## config.mk

```make
export PLATFORM = sky130hd
export DESIGN_NAME = ic_fetch_stage
export DESIGN_NICKNAME = d
export VERILOG_FILES = /design/src/rtl/ic_fetch_stage.sv
export SDC_FILE = /design/constraint.sdc
export NUM_CORES = 1
export LEC_CHECK = 0
export BUFFER_PORTS_ARGS = -buffer_cell sky130_fd_sc_hd__buf_4
export CAP_MARGIN = 25
export CORE_MARGIN = 2
export CORE_UTILIZATION = 30
export CTS_BUF_LIST = sky130_fd_sc_hd__clkbuf_16
export DETAILED_ROUTE_END_ITERATION = 8
export HOLD_SLACK_MARGIN = 0.02
export PLACE_DENSITY = 0.61
export SYNTH_ARGS = -nofsm -noshare
export SYNTH_HDL_FRONTEND = slang
export SYNTH_SLANG_ARGS = --single-unit
```

## constraint.sdc

```tcl
create_clock -name clock -period 10.4 [get_ports clock]
set_clock_uncertainty 0.05 [all_clocks]
set_input_delay 1.56 -clock clock [delete_from_list [all_inputs] [get_ports clock]]
set_output_delay 1.56 -clock clock [all_outputs]
set_load 0.1 [all_outputs]
```

## src/rtl/ic_fetch_stage.sv

```systemverilog
// ic_fetch_stage: fetch sequencer behind the instruction-cache tile.
// Owns the fetch PC, decodes 16/32-bit instruction length from the tile's
// fetch window and queues fetch packets in a 2-entry in-order FIFO toward
// decode. Branch redirects flush the queue, and miss-stall cycles are counted.
module ic_fetch_stage #(
  parameter logic [31:0] RESET_PC   = 32'hA000_0000,
  parameter int          MISS_CNT_W = 16
) (
  input  logic                  clock,
  input  logic                  reset,
  output logic [31:0]           regInPc,
  input  logic [47:0]           regOutPcVal,
  input  logic [1:0]            regOutPcOK,
  input  logic                  brRedirect,
  input  logic [31:0]           brTarget,
  input  logic                  idReady,
  output logic                  idValid,
  output logic [31:0]           idPc,
  output logic [31:0]           idInstr,
  output logic                  idLen32,
  output logic                  ifAlignFault,
  output logic [MISS_CNT_W-1:0] ifMissCnt
);

  localparam logic [31:0] RESET_PC_ALIGNED = RESET_PC & ~32'd1;

  logic [31:0]           fetchPc;
  logic [1:0]            count;
  logic [31:0]           headPc, tailPc;
  logic [31:0]           headInstr, tailInstr;
  logic                  headLen32, tailLen32;
  logic                  alignFault;
  logic [MISS_CNT_W-1:0] missCnt;

  logic [15:0] hw0, hw1;
  logic        isLen32;
  logic [31:0] newInstr;
  logic        hit;
  logic        fifoFull;
  logic        popEn;
  logic        pushEn;
  logic        unusedBits;

  // The upper window halfword and the spare hit-flag bit carry nothing for us.
  assign unusedBits = ^{regOutPcVal[47:32], regOutPcOK[1]};

  // Length decode and push/pop decisions for the current tile answer.
  always_comb begin
    hw0      = regOutPcVal[15:0];
    hw1      = regOutPcVal[31:16];
    isLen32  = (hw0[15:12] == 4'h8) && (hw0[11:9] == 3'b111);
    newInstr = isLen32 ? {hw0, hw1} : {16'h0000, hw0};
    hit      = regOutPcOK[0];
    fifoFull = (count == 2'd2);
    popEn    = (count != 2'd0) && idReady;
    pushEn   = hit && !brRedirect && (!fifoFull || popEn);
  end

  // Fetch PC advances by the decoded length on a push; redirects override everything.
  always_ff @(posedge clock or posedge reset) begin
    if (reset) begin
      fetchPc    <= RESET_PC_ALIGNED;
      alignFault <= 1'b0;
    end else begin
      alignFault <= 1'b0;
      if (brRedirect) begin
        fetchPc    <= brTarget & ~32'd1;
        alignFault <= brTarget[0];
      end else if (pushEn) begin
        fetchPc <= fetchPc + (isLen32 ? 32'd4 : 32'd2);
      end
    end
  end

  // Two-entry shifting FIFO: the head register feeds decode directly.
  always_ff @(posedge clock or posedge reset) begin
    if (reset) begin
      count     <= 2'd0;
      headPc    <= 32'd0;
      headInstr <= 32'd0;
      headLen32 <= 1'b0;
      tailPc    <= 32'd0;
      tailInstr <= 32'd0;
      tailLen32 <= 1'b0;
    end else if (brRedirect) begin
      count <= 2'd0;
    end else begin
      case ({pushEn, popEn})
        2'b10: begin
          if (count == 2'd0) begin
            headPc    <= fetchPc;
            headInstr <= newInstr;
            headLen32 <= isLen32;
          end else begin
            tailPc    <= fetchPc;
            tailInstr <= newInstr;
            tailLen32 <= isLen32;
          end
          count <= count + 2'd1;
        end
        2'b01: begin
          headPc    <= tailPc;
          headInstr <= tailInstr;
          headLen32 <= tailLen32;
          count     <= count - 2'd1;
        end
        2'b11: begin
          if (count == 2'd1) begin
            headPc    <= fetchPc;
            headInstr <= newInstr;
            headLen32 <= isLen32;
          end else begin
            headPc    <= tailPc;
            headInstr <= tailInstr;
            headLen32 <= tailLen32;
            tailPc    <= fetchPc;
            tailInstr <= newInstr;
            tailLen32 <= isLen32;
          end
        end
        default: begin
        end
      endcase
    end
  end

  // Saturating count of cycles spent waiting on a tile miss with room to accept.
  always_ff @(posedge clock or posedge reset) begin
    if (reset) begin
      missCnt <= '0;
    end else if (!hit && !brRedirect && !fifoFull && (missCnt != '1)) begin
      missCnt <= missCnt + 1'b1;
    end
  end

  assign regInPc      = fetchPc;
  assign idValid      = (count != 2'd0);
  assign idPc         = headPc;
  assign idInstr      = headInstr;
  assign idLen32      = headLen32;
  assign ifAlignFault = alignFault;
  assign ifMissCnt    = missCnt;

endmodule

```

==> impl_metrics.py <==
metrics = {
    "global_routing": {
        "grt_antenna_before_repair": 0,
        "grt_pass1_vias": 6576,
        "grt_usage_pct": 15.5,
        "gr-total-overflow": 0,
        "grt_max_degree": 97,
        "grt_pass1_wl_um": 35900,
    },
    "sta": {
        "rsz0062_at_grt": "false",
        "final.min_clock_period_ns": 4.22,
        "setup_viol": 0,
        "hold_viol": 0,
        "fin_ws_ns": 6.18,
        "tightest_slew_ns": 0.988,
        "relSlewSlack_pct": 34.0,
        "drv_slew": 0,
        "period_share_pct": 40.6,
        "max_freq_mhz": 237,
        "finalSetupTns_ns": 0,
    },
    "place": {
        "dpl.hpwl_um": 14800,
        "post-place-ws_ns": 5.72,
        "dp_cells": 1362,
        "io_buffers": 182,
        "gp_congestion": 0.784,
    },
    "worst_setup_path": {
        "worst_setup_path_end_kind": "register",
        "critPathLaunchType": "input port",
        "crit_type": "in -> reg",
        "required_ns": 10.64,
        "reg2reg_depth": 8,
        "arrival_ns": 4.46,
        "crit_fanout": 30,
    },
    "finish": {
        "multi_input_area_mm2": 0.00365,
        "antenna_cells": 0,
        "syn_to_final_growth_pct": 27.5,
        "fillers": 2783,
        "fin_nets": 1097,
        "seq_area_mm2": 0.00448,
        "finalNonFillerCells": 1395,
        "drive_above_1_share_pct": 26.9,
    },
    "die": {
        "die_area_mm2": 0.0296,
        "core.rowCount": 61,
        "die_h_um": 172,
        "ios": 201,
        "start_util_pct": 30.5,
        "die_x_um": 172,
        "coreArea_mm2": 0.0278,
    },
    "synth": {
        "syn_area_mm2": 0.00848,
        "synthesis.nets": 948,
        "synth_top_area_share_pct": 52.2,
        "yosys.area.top_type": "dfrtp_1",
        "synth_flop_cell": "dfrtp_1",
        "yosys_warnings": 0,
        "synthArstFlopShare_pct": 100,
        "ys_seq_elements": 179,
        "ys_types": 55,
        "synth_edf_count": 0,
        "syn_avg_cell_area_um2": 9.92,
        "ys_seq_area_share_pct": 52.8,
        "syn_inst": 855,
        "synthTopCellsByArea": "dfrtp_1 (52%), nand2_1 (6.1%), nand3_1 (4.2%), a31oi_1 (3.2%), xnor2_1 (3.1%)",
    },
    "hold_path": {
        "hold_class": "reg -> reg",
        "hold_depth": 2,
    },
    "detailed_routing": {
        "drt_iter0_markers": 458,
        "wl_met1_um": 10400,
        "ant_nets": 0,
        "totalWireLength_um": 22700,
        "drt-vias-per-instance": 4.87,
        "wire_per_inst_um": 16.3,
        "wl_met2_um": 10400,
        "first_pass_iters": 6,
        "wl_met3_um": 1560,
        "drc_errors": 0,
        "vias": 6791,
        "top_layer": "met4",
    },
    "clock_network": {
        "clk_latency_ns": 0.43,
        "cts_buffer_depth": 2,
        "clockRootBuffer": "clkbuf_16",
        "hold_buffers": 0,
        "cts_tree": "yes",
        "clk_transition_reported_paths_ns": 0.07,
        "clock_sinks": 179,
        "htreeDepth": 4,
        "cts_resized": 0,
        "cts_setup_buffers": 0,
        "cts_buffers": 17,
    },
    "outcome": {
        "status": "complete, no violations",
    },
    "power": {
        "power_leakage_uw": 0.00472,
        "power_density_mw_per_mm2": 342,
        "vdd_ir_drop_max_mv": 0.215,
    },
    "job": {
        "maxCapViolCount": 0,
    },
}
## state kept, by name, indices dropped and copies added (netlist names)
register / count
idInstr: 32
regInPc: 31
ifAlignFault: 1
idLen32: 1
tailPc: 31
count: 2
idPc: 32
ifMissCnt: 16
tailInstr: 32
tailLen32: 1
## critical path, cell delays in order
cell and delay [ns]:
buf_4 0.11, and4b_1 0.23, and3_1 0.19, buf_4 0.24, inv_1 0.29, ha_1 0.24, inv_1 0.06, fa_1 0.38
and3b_1 0.24, o21ai_1 0.28, nor4_2 0.39, xnor2_1 0.16, o21ai_1 0.07
## metrics by stage
step                      util, %  total power [uW]  area (um^2)  hold WS, ns
after global routing         38.9              3870        10800        0.454
after floorplan                 -              2540         8480        0.397
after detailed placement     36.4              2970        10100        0.419
final                        38.9              3700        10800        0.431
after CTS                    38.8              3730        10800        0.436
after global placement       36.4              2950        10100        0.410
## cells in the mapped netlist, types with 13 or more instances
| cell type | instances |
|---|---|
| a21oi_1 | 15 |
| a31oi_1 | 43 |
| and3_1 | 13 |
| buf_2 | 31 |
| clkbuf_1 | 19 |
| dfrtp_1 | 177 |
| inv_1 | 20 |
| mux2_2 | 22 |
| nand2_1 | 137 |
| nand3_1 | 72 |
| nor2_1 | 61 |
| o211ai_1 | 13 |
| o21a_1 | 14 |
| o21ai_0 | 50 |
| o21ai_1 | 19 |
| xnor2_1 | 30 |
## power by group
group	internal, uW	switching, uW
clock network	456	293
logic	398	1460
registers	930	158
## layout make-up
cell class | instances | area share (%)
Tap cell | 378 | 4.37
Sequential cell | 179 | 41.4
Clock inverter | 15 | 2.34
Multi-Input combinational cell | 596 | 33.8
Inverter | 20 | 0.741
Timing Repair Buffer | 190 | 13.4
Clock buffer | 17 | 3.93
## cells in the final DEF (no fill, tap or decap), types with 4 or more instances in the layout
| master | n |
|---|---|
| clkbuf_16 | 17 |
| ha_1 | 6 |
| dfrtp_1 | 177 |
| nand4_1 | 11 |
| mux2_2 | 22 |
| bufinv_16 | 6 |
| o21ai_1 | 19 |
| xor2_1 | 12 |
| o21a_1 | 14 |
| and4_1 | 5 |
| mux2i_1 | 12 |
| and3_1 | 13 |
| xnor2_1 | 30 |
| inv_1 | 21 |
| nand2_1 | 135 |
| inv_6 | 4 |
| and2_1 | 7 |
| nand3_1 | 72 |
| mux2_1 | 6 |
| a31oi_1 | 43 |
| buf_4 | 189 |
| o211ai_1 | 13 |
| nor2_1 | 61 |
| nor4_2 | 4 |
| a21oi_1 | 14 |
| nor3_2 | 11 |
| o21ai_0 | 50 |
## metal layers
| metal | GRT usage, % | vias up |
|---|---|---|
| met1 | 20.9 | 3325 |
| met4 | 4.09 | 0 |
| met2 | 24.4 | 190 |
| met5 | 0 | - |
| li1 | - | 3255 |
| met3 | 4.65 | 21 |
## worst paths after layout
kind | start | endpoint | slack (ns)
worst max-delay path | regOutPcVal[11] | regInPc[21] | 6.18
worst min-delay path | tailInstr[24] | tailInstr[24] | 0.43
worst max register to register | count[1] | idInstr[27] | 7.23
worst min register to register | tailInstr[24] | tailInstr[24] | 0.43
max in group asynchronous | reset | tailPc[31] | 7.20
min in group asynchronous | reset | idInstr[21] | 1.13
## cell families after synthesis
| kind of cell | after synthesis | synth area share, % |
|---|---|---|
| and+or+nand+nor | 339 | 19.8 |
| DFF | 179 | 52.8 |
| AOI/OAI and AO/OA | 167 | 12.2 |
| buffers and inverters | 80 | 4.53 |
| xor gates and xnor gates | 42 | 4.34 |
| muxes | 40 | 5.13 |
| adders and majority gates | 7 | 1.12 |
| other | 1 | 0.0442 |
Note: power is estimated with default switching activity, not from simulation.
